===== src/rtl/mlp_sequencer.sv =====
// rtl/mlp_sequencer.sv - two-layer MLP tile/command sequencer (FC1 -> activation -> FC2)
//
// Purpose: walks the FC1 and FC2 matrix products of one MLP block as a stream of
// MAC commands (row, output tile, reduction index), waits for the MAC engine to
// write back every tile, and in between issues one activation transfer per FC1
// output tile.
//
// Ports:
//   clk, reset            single clock, synchronous active-high reset
//   init, n_tokens        start request and token row count (accepted only when ready)
//   ready, done, error    idle / one-cycle completion pulse / one-cycle rejected-init pulse
//   phase                 0 idle/done, 1 FC1, 2 activation, 3 FC2
//   cmd_valid, cmd_ready  MAC command handshake
//   cmd_layer, cmd_row, cmd_tile, cmd_k, cmd_first, cmd_last   MAC command fields
//   res_valid             one pulse per tile written back by the MAC engine
//   act_valid, act_ready, act_row, act_tile                    activation handshake

module mlp_sequencer #(
  parameter int D_MODEL = 192,
  parameter int TILE    = 8,
  parameter int N_MAX   = 197,
  parameter int CW      = 16
) (
  input  logic          clk,
  input  logic          reset,
  input  logic          init,
  input  logic [CW-1:0] n_tokens,
  output logic          ready,
  output logic          done,
  output logic          error,
  output logic [1:0]    phase,
  output logic          cmd_valid,
  input  logic          cmd_ready,
  output logic          cmd_layer,
  output logic [CW-1:0] cmd_row,
  output logic [CW-1:0] cmd_tile,
  output logic [CW-1:0] cmd_k,
  output logic          cmd_first,
  output logic          cmd_last,
  input  logic          res_valid,
  output logic          act_valid,
  input  logic          act_ready,
  output logic [CW-1:0] act_row,
  output logic [CW-1:0] act_tile
);

  localparam int H  = 4 * D_MODEL;
  localparam int T1 = H / TILE;        // output tiles of FC1
  localparam int T2 = D_MODEL / TILE;  // output tiles of FC2

  localparam logic [CW-1:0] K1_LAST = CW'(D_MODEL - 1);
  localparam logic [CW-1:0] K2_LAST = CW'(H - 1);
  localparam logic [CW-1:0] T1_LAST = CW'(T1 - 1);
  localparam logic [CW-1:0] T2_LAST = CW'(T2 - 1);
  localparam logic [CW-1:0] N_LIMIT = CW'(N_MAX);

  localparam logic [2:0] S_IDLE     = 3'd0;
  localparam logic [2:0] S_FC1      = 3'd1;
  localparam logic [2:0] S_FC1_WAIT = 3'd2;
  localparam logic [2:0] S_ACT      = 3'd3;
  localparam logic [2:0] S_FC2      = 3'd4;
  localparam logic [2:0] S_FC2_WAIT = 3'd5;
  localparam logic [2:0] S_DONE     = 3'd6;

  logic [2:0]    state;
  logic [CW-1:0] n_reg;
  logic [CW-1:0] row;
  logic [CW-1:0] tile;
  logic [CW-1:0] k;
  logic [CW-1:0] res_cnt;
  logic          error_q;

  logic          in_fc1;
  logic          in_fc2;
  logic          in_act;
  logic [CW-1:0] k_last;
  logic [CW-1:0] tile_last;
  logic          row_at_last;
  logic          k_at_last;
  logic          tile_at_last;
  logic          cmd_fire;
  logic          act_fire;
  logic          cmd_done;
  logic          act_done;
  logic          counting;
  logic [CW-1:0] res_next;
  logic [2*CW-1:0] target1;
  logic [2*CW-1:0] target2;
  logic          hit1;
  logic          hit2;
  logic          init_legal;

  always_comb begin
    in_fc1       = (state == S_FC1);
    in_fc2       = (state == S_FC2);
    in_act       = (state == S_ACT);
    k_last       = in_fc2 ? K2_LAST : K1_LAST;
    // Activation walks the FC1 output tiles, so it shares the FC1 tile bound.
    tile_last    = in_fc2 ? T2_LAST : T1_LAST;
    row_at_last  = (row == n_reg - 1'b1);
    k_at_last    = (k == k_last);
    tile_at_last = (tile == tile_last);
    cmd_fire     = (in_fc1 | in_fc2) & cmd_ready;
    act_fire     = in_act & act_ready;
    cmd_done     = cmd_fire & k_at_last & tile_at_last & row_at_last;
    act_done     = act_fire & tile_at_last & row_at_last;
    counting     = (state == S_FC1) | (state == S_FC1_WAIT) |
                   (state == S_FC2) | (state == S_FC2_WAIT);
    res_next     = res_cnt + {{(CW-1){1'b0}}, counting & res_valid};
    target1      = (2*CW)'(n_reg) * (2*CW)'(T1);
    target2      = (2*CW)'(n_reg) * (2*CW)'(T2);
    // Compare the count including this cycle's pulse so the wait state exits
    // in the same cycle the final write-back arrives.
    hit1         = ({{CW{1'b0}}, res_next} == target1);
    hit2         = ({{CW{1'b0}}, res_next} == target2);
    init_legal   = (n_tokens != '0) && (n_tokens <= N_LIMIT);
  end

  always_ff @(posedge clk) begin
    if (reset) begin
      state   <= S_IDLE;
      n_reg   <= '0;
      row     <= '0;
      tile    <= '0;
      k       <= '0;
      res_cnt <= '0;
      error_q <= 1'b0;
    end else begin
      error_q <= 1'b0;
      res_cnt <= res_next;
      case (state)
        S_IDLE: begin
          if (init) begin
            if (init_legal) begin
              n_reg   <= n_tokens;
              row     <= '0;
              tile    <= '0;
              k       <= '0;
              res_cnt <= '0;
              state   <= S_FC1;
            end else begin
              error_q <= 1'b1;
            end
          end
        end
        S_FC1, S_FC2: begin
          if (cmd_fire) begin
            // k innermost, then tile, then row; every counter wraps to zero
            // on the final command so the next phase starts from the origin.
            if (k_at_last) begin
              k <= '0;
              if (tile_at_last) begin
                tile <= '0;
                if (row_at_last) begin
                  row <= '0;
                end else begin
                  row <= row + 1'b1;
                end
              end else begin
                tile <= tile + 1'b1;
              end
            end else begin
              k <= k + 1'b1;
            end
            if (cmd_done) begin
              state <= in_fc1 ? S_FC1_WAIT : S_FC2_WAIT;
            end
          end
        end
        S_FC1_WAIT: begin
          if (hit1) begin
            state <= S_ACT;
          end
        end
        S_ACT: begin
          if (act_fire) begin
            if (tile_at_last) begin
              tile <= '0;
              if (row_at_last) begin
                row <= '0;
              end else begin
                row <= row + 1'b1;
              end
            end else begin
              tile <= tile + 1'b1;
            end
            if (act_done) begin
              res_cnt <= '0;
              state   <= S_FC2;
            end
          end
        end
        S_FC2_WAIT: begin
          if (hit2) begin
            state <= S_DONE;
          end
        end
        S_DONE: begin
          res_cnt <= '0;
          state   <= S_IDLE;
        end
        default: begin
          state <= S_IDLE;
        end
      endcase
    end
  end

  always_comb begin
    ready     = (state == S_IDLE);
    done      = (state == S_DONE);
    error     = error_q;
    case (state)
      S_FC1, S_FC1_WAIT: phase = 2'd1;
      S_ACT:             phase = 2'd2;
      S_FC2, S_FC2_WAIT: phase = 2'd3;
      default:           phase = 2'd0;
    endcase
    // Fields are driven straight from the counters, which only move on a
    // handshake, so they are inherently stable while stalled.
    cmd_valid = in_fc1 | in_fc2;
    cmd_layer = in_fc2;
    cmd_row   = cmd_valid ? row  : '0;
    cmd_tile  = cmd_valid ? tile : '0;
    cmd_k     = cmd_valid ? k    : '0;
    cmd_first = cmd_valid & (k == '0);
    cmd_last  = cmd_valid & k_at_last;
    act_valid = in_act;
    act_row   = in_act ? row  : '0;
    act_tile  = in_act ? tile : '0;
  end

endmodule


===== config.mk =====
export PLATFORM = sky130hd
export DESIGN_NAME = mlp_sequencer
export DESIGN_NICKNAME = d
export VERILOG_FILES = /design/src/rtl/mlp_sequencer.sv
export SDC_FILE = /design/constraint.sdc
export NUM_CORES = 1
export LEC_CHECK = 0
export CORE_AREA = 2 2 110 112
export DETAILED_ROUTE_END_ITERATION = 7
export DIE_AREA = 0 0 112 114
export PLACE_DENSITY = 0.85
export SLEW_MARGIN = 15
export SYNTH_ARGS = -nofsm -noshare
export SYNTH_HDL_FRONTEND = slang
export SYNTH_SLANG_ARGS = --single-unit

===== constraint.sdc =====
create_clock -name clk -period 6 [get_ports clk]
set_clock_uncertainty 0.2 [all_clocks]
set_input_delay 1.2 -clock clk [delete_from_list [all_inputs] [get_ports clk]]
set_output_delay 1.2 -clock clk [all_outputs]
set_load 0.02 [all_outputs]

# [Word-level counts from Yosys, hierarchy flattened]
# Cells that the tools add are included.
# Widths: inputs -> output; s select.
[op_classes] add_sub_neg=5 n_mul=2 magnitude_cmp=1 n_eq_ne=20 muxes=40 n_bitwise=16 reduce_logical=14
[ops] op="$mux 16" n=22
[ops] op="$pmux 16 s3" n=3
[ops] op="$add 16x1->16 const B" n=3
[ops] op="$mul 16x2->18 const B" n=2
[ops] op="$pmux 16 s2" n=1
[ops] op="$mux 3" n=9
[ops] op="$eq 16x23->1" n=1
[ops] op="$eq 16x21->1" n=1
[ops] op="$add 16x1->16" n=1
[ops] op="$eq 16x10->1" n=1
[ops] op="$eq 16x16->1" n=1
[ops] op="$eq 16x7->1" n=1
[ops] op="$le 16x8->1 const B" n=1
[ops] op="$logic_not 16->1" n=1
[ops] op="$reduce_bool 16->1" n=1
[ops] op="$sub 16x1->16 const B" n=1
[ops] op="$pmux 3 s5" n=1
[ops] op="$ne 2x2->1 const B" n=6
[ops] op="$and 1x1->1" n=10
[ops] op="$mux 10" n=1
[ops] op="$eq 3x3->1 const B" n=3
[ops] op="$reduce_and 8->1" n=1
[ops] op="$mux 7" n=1
[ops] op="$eq 3x2->1 const B" n=2
[ops] op="other kinds (15)" n=23
[word_totals] ff_bits=84

# [Longest topological paths before layout]
[logic_depth] word_depth=9 ltp_mapped=15

# [Least setup slack after synthesis]
# No wires, ideal clock.
[synth_timing] path_type="register to register" from="register state[0]" to="register state[0]" setup_time_ns=0.086 arrival_ns=3.352 required_ns=5.714 setup_slack_ns=2.363 path_stages_with_launch=16 path_buffers=1 cell_sequence="dfxtp_1 clkbuf_1 or3_1 inv_1 nor2_1 and2_1 ha_1 nand4_1 nor3_1 and3_1 xnor2_1 xor2_1 nand2_1 nor4b_1 a21oi_1 a211oi_1"
[synth_rtl] item="start, declared" line="65" text="logic [2:0] state;"
[synth_rtl] item="start signal, assigned" line="166" text="state <= in_fc1 ? S_FC1_WAIT : S_FC2_WAIT;"
[synth_rtl] item="$logic_not 3->1 (*)"
[synth_rtl] item="via ready" line="28" text="output logic ready,"
[synth_rtl] item="$ne 2x1->1 (no source line) or $ne 2x2->1 (tied branches)"
[synth_rtl] item="$reduce_and 8->1 (no source line)"
# Mark *: on every way through the listed nets, which the timed path passes. The rest lies on a longest branch. The select of a mux whose other input is x is not followed.
# A chain may end at the register's enable or synchronous reset.

# [Worst setup path in the final report]
[layout_timing] from="register state[2]" to="output port cmd_tile[2]"
[layout_via] elab_chain_len=3
[layout_rtl] item="$eq 3x1->1 or $eq 3x3->1 (tied branches)" line="94, 95"
[layout_rtl] item="$or 1x1->1 (*)" line="221" text="cmd_valid = in_fc1 | in_fc2;"
[layout_rtl] item="$mux 16 (*)" line="224" text="cmd_tile = cmd_valid ? tile : '0;"
[layout_rtl] item="end, declared" line="36" text="output logic [CW-1:0] cmd_tile,"
# Mark *: on every way between the ends. The rest lies on a longest branch, timed or not.

==> results.ini <==
[synth]
yosys.area.top_type = dfxtp_1
synth_common_cells = 99 x nor2_1, 84 x dfxtp_1, 60 x and3_1
netlist_area_um2 = 6430
synthArstFlopShare_pct = 0
ys.flop_type = dfxtp_1
avgSynthCellArea_um2 = 7.86
synth_xor_xnor_area_share_pct = 15.0
synth-seq-cells = 84
synth_top_family_by_area = simple AND/OR/NAND/NOR gates
ys_top_cells_by_area = dfxtp_1 26%, ha_1 7.6%, xor2_1 7.2%
yosys.area_share.simple_pct = 32.8
synthesis.nets = 880
synth-edff-count = 0
synthMuxAreaShare_pct = 2.04
syn_inst = 818
synth_adder_area_share_pct = 7.90
synth_cell_types = 73
ys_seq_area_share_pct = 26.1
yosysWarnings = 0
synthMostInstantiatedCell = nor2_1
synth_compound_area_share_pct = 11.3
synth_top_area_share_pct = 26.1

[worst_setup_path]
startpoint_type = flip-flop
setup.worst_path.end = cmd_tile[2]
end_kind = primary output
r2r_setup_slack_ns = 1.90
cp_max_fo = 47
crit_start = state[2]
ff2ff_path_depth = 12
critical_path_class = reg -> out
timing.rr.start = n_reg[0]
cp.required_ns = 4.60
r2r-end = state[0]
worstPathArrival_ns = 3.04

[power_and_ir_drop]
ir_drop_mv = 0.139
p_total_w = 0.00152
pwr_density_cell_nw_per_um2 = 192
leakage_nw = 3.38

[die]
rows = 40
start_util_pct = 54.9
die_y_um = 114
die_w_um = 112
die_area_um2 = 12800
fp.coreArea_um2 = 11700
io_pins = 112

[sta]
rsz0062_at_grt = no
finalHoldViolations = 0
min_period_over_period_pct = 73.9
min_period_ns = 4.44
tightest_slew_ns = 1.02
slew_viol_final = 0
fin_tns_setup_ns = 0
max_freq_mhz = 225
slew_headroom_pct = 32.0
setup_viol = 0

[global_routing]
grt_pass1_wl_um = 25800
antenna_found_initial = 0
track_usage_pct = 24.3
grt_pass1_vias = 5339
overflow = 0
grt_max_degree = 48

[clock_network]
post_cts_resized = 0
tritoncts = yes
cts_hold_buf = 0
worstSkewPairLatency_ns = 0.34
clock_path_buffers = 2
clock-root-buffer = clkbuf_16
clk_pin_slew_ns = 0.06
postCtsSetupRepairBufs = 0
numCtsBuffers = 9
h-tree-depth = 3
cts_sinks = 84

[layout]
syn_to_final_growth_pct = 22.5
stdcell_count = 1059
drive_gt1_share_pct = 3.84
finalNetCount = 969
diodes = 0
fin_util_pct = 67.3
final_cell_area_um2 = 7880

[routing]
vias_per_cell = 5.71
dr.pass1.iters = 5
drt_first_iter_violations = 424
route.detailed.drc = 0
wirelength_um = 15900
antenna_left = 0
wl_per_cell_um = 15.0
routed-via-count = 6051

[place]
gp_congestion = 0.880
place_area_um2 = 7580
dp_hpwl_um = 11900
port_buffers = 111
dp.cells = 1043

[worst_hold_path]
min_path_type = reg -> reg

[flow_run]
drv_cap = 0

[status]
outcome = finished clean

==> stage by stage <==
stage,hold slack (ns),worst slack (ns)
3_3_place_gp,0.282,1.60
6_report,0.299,1.56
5_1_grt,0.337,1.32
3_5_place_dp,0.295,1.50
2_1_floorplan,0.266,2.36
4_1_cts,0.304,1.25
==> cell usage in the layout, fill, tap and decap left out, types with 39 or more instances in the layout <==
cell type and n:
clkdlybuf4s50_1 111, nor2_1 99, dfxtp_1 83, and3_1 60, nand2_1 55, xor2_1 53, and2_1 50, xnor2_1 49
inv_1 41, ha_1 39
==> area by class of cell <==
class	count	area, um2
fillers	966	3830
well taps	147	184
flip-flops and latches	84	1680
clock inverters	6	70.1
multi-input cells	659	4440
inverters	41	154
clock buffers	10	229
repair buffers	112	1120
==> critical path, cell delays in order, from the launching register on <==
cell	delay, ns
dfxtp_1	0.58
xor2_1	0.18
nand2b_1	0.22
inv_1	0.81
and2_1	0.24
clkdlybuf4s50_1	0.63
==> kinds of logic after synthesis <==
family,Yosys count
AO/OA/AOI/OAI,109
XOR/XNOR,105
adder cells (fa/ha/maj),40
buffers and inverters,75
flip-flops,84
multiplexers,13
AND/OR/NAND/NOR,392
==> worst min path at each step <==
stage               startpoint     to  slack (ns)  cells after the start
global placement         k[15]  k[15]        0.28                      2
detailed placement       k[15]  k[15]        0.30                      2
floorplan                k[15]  k[15]        0.27                      2
global route             k[15]  k[15]        0.34                      2
CTS                      k[15]  k[15]        0.30                      2
finish                   k[15]  k[15]        0.30                      2
==> per-layer routing <==
layer | part of all wire (%) | routed length [um] | track usage, % | up-vias
met2 | 48 | 7570 | 41.1 | 189
li1 | - | - | - | 3003
met5 | 0 | 0 | 0 | -
met3 | 5.2 | 831 | 3.19 | 27
met1 | 45 | 7170 | 31.8 | 2832
met4 | 1.8 | 290 | 9.02 | 0
==> report_power, final <==
part | internal (W) | leakage (nW) | switching, W | total [W]
Clock | 0.000327 | 0.147 | 0.000241 | 0.000568
Sequential | 0.000572 | 0.678 | 0.0000273 | 0.000600
Combinational | 0.000117 | 2.55 | 0.000231 | 0.000348
Note: power is estimated with default switching activity, not from simulation.
